$ cat src/rtl/x2050_pkg.sv
// Shared S/360 program-check definitions: interruption codes, maskable codes and
// program-mask bit positions used by the program-check stage.
package x2050_pkg;

    localparam int NCODE_S360      = 15;

    localparam int PC_OPERATION    = 1;
    localparam int PC_PRIVILEGED   = 2;
    localparam int PC_EXECUTE      = 3;
    localparam int PC_PROTECTION   = 4;
    localparam int PC_ADDRESSING   = 5;
    localparam int PC_SPECIFICATION = 6;
    localparam int PC_DATA         = 7;
    localparam int PC_FIXED_OVF    = 8;
    localparam int PC_FIXED_DIVIDE = 9;
    localparam int PC_DEC_OVF      = 10;
    localparam int PC_DEC_DIVIDE   = 11;
    localparam int PC_EXP_OVF      = 12;
    localparam int PC_EXP_UNF      = 13;
    localparam int PC_SIGNIFICANCE = 14;
    localparam int PC_FP_DIVIDE    = 15;

    // Program-mask bit positions within the 4-bit mask.
    localparam int PM_FIXED_OVF    = 3;
    localparam int PM_DEC_OVF      = 2;
    localparam int PM_EXP_UNF      = 1;
    localparam int PM_SIGNIF       = 0;

    // Bit n-1 set means code n is subject to the program mask (codes 8,10,13,14).
    localparam logic [NCODE_S360-1:0] PC_MASKABLE = 15'h3280;

    // Per-code enable vector: unmaskable codes always enabled, maskable ones follow the mask.
    function automatic logic [NCODE_S360-1:0] pc_enable(input logic [3:0] pm);
        logic [NCODE_S360-1:0] en;
        en = ~PC_MASKABLE;
        en[PC_FIXED_OVF-1]    = pm[PM_FIXED_OVF];
        en[PC_DEC_OVF-1]      = pm[PM_DEC_OVF];
        en[PC_EXP_UNF-1]      = pm[PM_EXP_UNF];
        en[PC_SIGNIFICANCE-1] = pm[PM_SIGNIF];
        return en;
    endfunction

endpackage

$ cat src/rtl/x2050pgenc.sv
// Lowest-set-bit priority encoder: bit i of the request vector maps to code i+1.
module x2050pgenc #(
    parameter int NCODE = 15
) (
    input  logic [NCODE-1:0] i_vec,
    output logic [3:0]       o_code,
    output logic             o_valid
);

    // Scan high to low so the lowest set bit is the last one written.
    always_comb begin
        o_code  = 4'd0;
        o_valid = 1'b0;
        for (int i = NCODE - 1; i >= 0; i--) begin
            if (i_vec[i]) begin
                o_code  = 4'(i + 1);
                o_valid = 1'b1;
            end
        end
    end

endmodule

$ cat src/rtl/x2050pgchk.sv
// Program-check latch, prioritised interruption code / ILC holding registers and
// branch-condition mask test against the current CC.
module x2050pgchk
    import x2050_pkg::*;
#(
    parameter int NCODE  = 15,
    parameter int CODE_W = 8
) (
    input  logic              i_clk,
    input  logic              i_reset,
    input  logic              i_ros_advance,
    input  logic [1:0]        i_cc_reg,
    input  logic [3:0]        i_progmask,
    input  logic [NCODE-1:0]  i_pchk_set,
    input  logic [1:0]        i_ilc,
    input  logic              i_pgm_take,
    input  logic              i_pchk_clr,
    input  logic              i_bc_test,
    input  logic [3:0]        i_bc_mask,
    output logic              o_pgm_req,
    output logic [CODE_W-1:0] o_int_code,
    output logic [1:0]        o_ilc,
    output logic              o_bc_taken
);

    logic [NCODE-1:0]  r_pending;
    logic [CODE_W-1:0] r_int_code;
    logic [1:0]        r_ilc;
    logic              r_bc_taken;

    logic [NCODE-1:0]  w_enable;
    logic [NCODE-1:0]  w_set;
    logic              w_clr_all;
    logic              w_any_pend;
    logic              w_any_set;
    logic [3:0]        w_enc_code;
    logic              w_enc_valid;
    logic [1:0]        w_bc_sel;

    // Masking happens only here, at set time; pending bits ignore later mask changes.
    assign w_enable   = NCODE'(pc_enable(i_progmask));
    assign w_set      = i_pchk_set & w_enable;
    assign w_clr_all  = i_pgm_take | i_pchk_clr;
    assign w_any_pend = |r_pending;
    assign w_any_set  = |w_set;
    // 3 - cc for a 2-bit cc is its bitwise complement (M1 bit 3 tests CC0).
    assign w_bc_sel   = ~i_cc_reg;

    x2050pgenc #(.NCODE(NCODE)) u_enc (
        .i_vec   (r_pending),
        .o_code  (w_enc_code),
        .o_valid (w_enc_valid)
    );

    always_ff @(posedge i_clk) begin
        if (i_reset) begin
            r_pending  <= '0;
            r_int_code <= '0;
            r_ilc      <= 2'd0;
            r_bc_taken <= 1'b0;
        end else if (i_ros_advance) begin
            r_pending <= (r_pending & ~{NCODE{w_clr_all}}) | w_set;
            if (i_pgm_take && w_enc_valid)
                r_int_code <= CODE_W'(w_enc_code);
            // A set arriving as the old batch is cleared starts a new batch with its own ILC.
            if (w_any_set && (!w_any_pend || w_clr_all))
                r_ilc <= i_ilc;
            if (i_bc_test)
                r_bc_taken <= i_bc_mask[w_bc_sel];
        end
    end

    assign o_pgm_req  = w_any_pend;
    assign o_int_code = r_int_code;
    assign o_ilc      = r_ilc;
    assign o_bc_taken = r_bc_taken;

endmodule

$ cat config.mk
export PLATFORM = sky130hd
export DESIGN_NAME = x2050pgchk
export DESIGN_NICKNAME = d
export VERILOG_FILES = /design/src/rtl/x2050_pkg.sv /design/src/rtl/x2050pgenc.sv /design/src/rtl/x2050pgchk.sv
export SDC_FILE = /design/constraint.sdc
export NUM_CORES = 1
export LEC_CHECK = 0
export ABC_CLOCK_PERIOD_IN_PS = 1500
export CAP_MARGIN = 10
export CORE_MARGIN = 3
export CORE_UTILIZATION = 37
export DETAILED_ROUTE_END_ITERATION = 8
export GPL_TIMING_DRIVEN = 0
export PLACE_DENSITY = 0.71
export SYNTH_ARGS = -nofsm -noshare
export SYNTH_HDL_FRONTEND = slang
export SYNTH_SLANG_ARGS = --single-unit
$ cat constraint.sdc
create_clock -name i_clk -period 1.5 [get_ports i_clk]
set_input_delay 0.225 -clock i_clk [delete_from_list [all_inputs] [get_ports i_clk]]
set_output_delay 0.225 -clock i_clk [all_outputs]
set_load 0.03 [all_outputs]
---- Yosys cells after proc, flatten, opt, wreduce, memory -nomap -nowiden ----
Index checks and enable logic that the tools add are counted.
operators by class
  magnitude comparators ................... 1
  multiplexer cells ....................... 32
  bitwise operators ....................... 6
  reductions and logical operators ........ 9
operators by type and width
  kind                  count
  $mux W4               15
  $and A15 B15 Y15      2
  $reduce_or A15 Y1     2
  $mux W1               16
  $not A15 Y15          1
  $or A15 B15 Y15       1
  $reduce_and A2 Y1     3
  $lt A2 B3 Y1 const B  1
  $bmux W1 S2           1
  $logic_and A1 B1 Y1   2
  $not A2 Y2            1
  $logic_not A1 Y1      1
  $logic_or A1 B1 Y1    1
  $or A1 B1 Y1          1
storage, ports and cells
  input bits .............................. 33
  output and inout bits ................... 12
  logic and storage cells ................. 52
  bits in registers ....................... 22

---- Logic depth before layout (Yosys ltp) ----
  depth after elaboration ................. 17
  mapped depth ............................ 5
  gate-level depth less buffers ........... 5

---- Cells and area by module ----
A second synthesis with hierarchy kept.
second synthesis, totals
  cells, all modules ...................... 128
  area total of the unflattened synthesis .. 1,132.3 µm²
modules (own cells, without submodules)
  module      area an instance (µm²)  seq. area each (µm²)  times used  cells an instance
  x2050pgchk  944.7                   440.4                 1           97
  x2050pgenc  187.7                   0.0                   1           31

---- Worst setup path before layout ----
Ideal clock, no wire load.
  kind .................................... register to register
  start point ............................. register r_pending[11]
  end point ............................... register r_int_code[2], in the netlist o_int_code[2]
  required time ........................... 1.358 ns
  path slack .............................. -0.161 ns
  buffers on the path ..................... 0
  period minus slack after synthesis ...... 1.661 ns
  arrival time ............................ 1.519 ns
  library setup time ...................... 0.142 ns
  cell stages (with the launch flop) ...... 6
  cell sequence ........................... dfxtp_1 -> nor4_1 -> nand4_1 -> and3_1 -> nor2_1 -> a311oi_1
between the ends
  cells in the longest elaborated chain, start to end .. 14
  elaborated cells between the ends (all ways) .. 26
  classes of those cells .................. mux: 24; reduce/logical: 2
RTL lines
  item                                line              text
  from (decl)                         x2050pgchk.sv:26  logic [NCODE-1:0] r_pending;
  from (signal assigned)              x2050pgchk.sv:62  r_pending <= (r_pending & ~{NCODE{w_clr_all}}) | w_set;
  $mux W1 (12 in series)              x2050pgenc.sv:15  if (i_vec[i]) begin
  $logic_and A1 B1 Y1                 x2050pgchk.sv:63  if (i_pgm_take && w_enc_valid)
  $reduce_and A2 Y1 (no source line)  n/a
  to (signal assigned)                x2050pgchk.sv:64  r_int_code <= CODE_W'(w_enc_code);
  to (decl)                           x2050pgchk.sv:27  logic [CODE_W-1:0] r_int_code;
Several ways; a longest one is shown, not always the timed one.
A chain may end at the register's enable or synchronous reset.

---- Worst setup path in the final report ----
  start point ............................. register r_pending[3]
  end point ............................... output port o_pgm_req
between the ends
  cells in the longest elaborated chain, start to end .. 1
RTL lines
  item               line              text
  $reduce_or A15 Y1  x2050pgchk.sv:44  assign w_any_pend = |r_pending;
  to (decl)          x2050pgchk.sv:20  output logic o_pgm_req,
Every way passes these cells.

==> run summary <==
Status: finished, violations left
Failing checks: setup timing
CP Class: flop to primary output
Final WS setup: -110 ps
Number of synthesized register bits: 22
Max clock buf depth: 2
Vias in the first global route: 1128
Clock Latency Late Sink: 310 ps
Clock transition at the registers of the reported paths: 120 ps
Die width: 59.3 µm
Die ar.: 3510 µm²
Sw Share: 26.7%
H-tree levels: 1
Row cnt: 18
Top-level port count: 45
Combinational share of power: 24.4%
Detailed placement HPWL: 2.33 mm
Buf+Inv Stages, Crit Path: 1
Placer's final routability congestion estimate: 0.837
Max Clk Rate: 621 MHz
Worst reg2reg path depth: 5
Antenna cell count: 0
R2r startpoint: r_pending[3]$_SDFFE_PP0P_
Count of final max-slew check failures: 0
Hold WS: 466 ps
Min cycle time layout: 1610 ps
DP Worst Slack: -421 ps
Post-Syn Area: 1050 µm²
Area growth, synth to finish: 54.2%
# nets final: 202
Number of synthesized flops with an enable pin: 0
Worst setup path endpoint: o_pgm_req
Psw: 0.395 mW
Final Hold Violating Endpoints: 0
Placed inst area: 1520 µm²
Clock Power Share: 30.6%
Drt wl/cell: 15.0 µm
CP cell instances: nor4_4, nand4_1, buf_6
ANT nets after route: 0
Synth async-reset ratio: 0%
# port buffers: 40
Number of max-cap violations: 0
Unrepaired setup endpoints after global routing: yes
Remaining DRCs: 0
Final Non-Filler Cells: 198
Setup crit end kind: primary output
TritonCTS buffer count: 3
Clock sink count: 22
Final core utilization: 62.5%
Initial Utilization: 40.5%
Chip height: 59.3 µm
Pint: 1.08 mW
Syn avg cell area: 8.82 µm²
Total GRT Usage: 18.3%
Via Count: 1122
Multi-input logic area: 602 µm²
Fillers: 236
Critical path arrival: 1380 ps
Peak VDD IR: 1.34 mV
Hold/Removal Path Class: flop to flop
Crit path launch: r_pending[3]$_SDFFE_PP0P_
Initial antenna violation count: 0
CP peak stage delay: 370 ps
TritonCTS clock tree: built
Core Area: 2590 µm²
Dominant register cell in the synthesized netlist: dfxtp_1
Post-Route Setup TNS: -141 ps
Ys Warns: 0
Critical R2R Capture: o_ilc[1]$_SDFFE_PP0P_
Worst EP required: 1270 ps
CP startpoint kind: flop
Share of layout cells above drive strength 1: 19.6%
Reg power frac: 44.9%
Total grt overflow: 0
Overall power: 1.48 mW
Crit path depth: 3
Flop2flop setup slack: -20 ps
Setup Viol. Count Final: 3
FF+latch area: 454 µm²
Final worst path period share: 107%
PwrDens: 914 nW/µm²
Cell family with most CP delay: simple AND/OR/NAND/NOR gates
Leakage: 0.649 nW
TritonRoute pass-1 iters: 4
Seq/Total Area, Yosys: 42.0%
WL final: 2.98 mm
Design Area, Final: 1620 µm²
CP max FO: 3
Mapped Cells: 119
Layout Skew: 2.31 ps
Vias/cell: 5.67
Crit path max-delay cell type: dfxtp_4
Starting DRT DRC Count: 30
Largest net degree at the start of global routing: 14
First-pass GRT wire length: 4.95 mm
Root buffer cell: clkbuf_4
Dpl cells: 192
Synth unique cells: 32
==> flip-flops by register name, summed over array words and instances (netlist names) <==
signal / count
o_ilc: 2
o_bc_taken: 1
r_pending: 15
o_int_code: 4
==> tightest hold or removal path, delay by kind of cell, from the launching register on <==
kind             cells  cell delay, ps
AO/OA/AOI/OAI        1              50
flip-flops           1             330
AND/OR/NAND/NOR      1              50
==> layer usage <==
layer	vias up	global-route usage (%)	part of all wire, %
li1	541	-	-
met1	524	23.1	42
met2	55	31.4	49
met3	2	5.01	8.3
met4	0	3.24	0.34
met5	-	0	0
==> area by class of cell <==
type | count | area share [%]
inverters | 3 | 0.696
well taps | 30 | 2.32
flip-flops and latches | 22 | 28.1
repair buffers | 42 | 25.2
clock buffers | 3 | 1.39
clock inverters | 1 | 1.85
plain buffers | 9 | 3.32
multi-input cells | 88 | 37.2
==> kinds of logic (layout without fill, tap and decap cells) <==
kind of cell | count (synthesis) | count (layout) | synth area share [%]
buffers and inverters | 12 | 58 | 5.72
DFF | 22 | 22 | 42.0
and+or+nand+nor | 48 | 48 | 24.2
muxes | 3 | 3 | 4.05
AOI/OAI and AO/OA | 33 | 33 | 23.7
other | 1 | 4 | 0.357
==> how the worst min path moves through the flow <==
stage,startpoint,to,slack (ps),cells after the start
final,o_bc_taken$_SDFFE_PP0P_,o_bc_taken$_SDFFE_PP0P_,470,2
after global routing,i_ilc[1],o_ilc[1]$_SDFFE_PP0P_,510,3
after CTS,o_bc_taken$_SDFFE_PP0P_,o_bc_taken$_SDFFE_PP0P_,470,2
after detailed placement,o_bc_taken$_SDFFE_PP0P_,o_bc_taken$_SDFFE_PP0P_,450,2
after global placement,o_bc_taken$_SDFFE_PP0P_,o_bc_taken$_SDFFE_PP0P_,450,2
after floorplan,i_reset,o_int_code[2]$_SDFFE_PP0P_,300,1
==> cells in the mapped netlist (all sizes together) (2+ instances only) <==
cell     n  area share, %
nand3    2           0.95
nor3     3            1.4
inv      3            1.1
nor2    25            8.9
dfxtp   22             42
a22oi   13            9.3
nor4     5            5.8
and3     2            1.2
nand2    4            1.4
nand2b   2            1.2
a311oi   2            1.7
mux2i    2            1.9
a21oi    3            1.4
a211oi   3            2.1
clkbuf   5            1.8
buf      4            2.9
o21ai    2           0.95
a32oi    4            3.3
==> layout by cell type (no fill, tap or decap), types with 4 or more instances in the layout <==
master	instances
clkdlybuf4s50_1	32
nor2_1	23
a22oi_1	13
dfxtp_1	13
dfxtp_2	8
buf_4	7
dlygate4sd2_1	7
nand2_1	4
a32oi_1	4
conb_1	4
==> power by group through the flow <==
stage | Sequential (mW) | Combinational [mW] | Clock [mW]
after global placement | 0.672 | 0.344 | 0
after CTS | 0.663 | 0.356 | 0.459
final | 0.665 | 0.361 | 0.453
after global routing | 0.670 | 0.392 | 0.487
after detailed placement | 0.675 | 0.352 | 0
after floorplan | 0.692 | 0.169 | 0
==> repair_timing <==
action / CTS / global route
pin swaps: 5 / 0
hold buffers: 0 / 0
buffers inserted: 2 / 0
cloned: 0 / 0
setup endpoints to repair: 21 / 13
resized for setup: 23 / 8
Note: power is estimated with default switching activity, not from simulation.
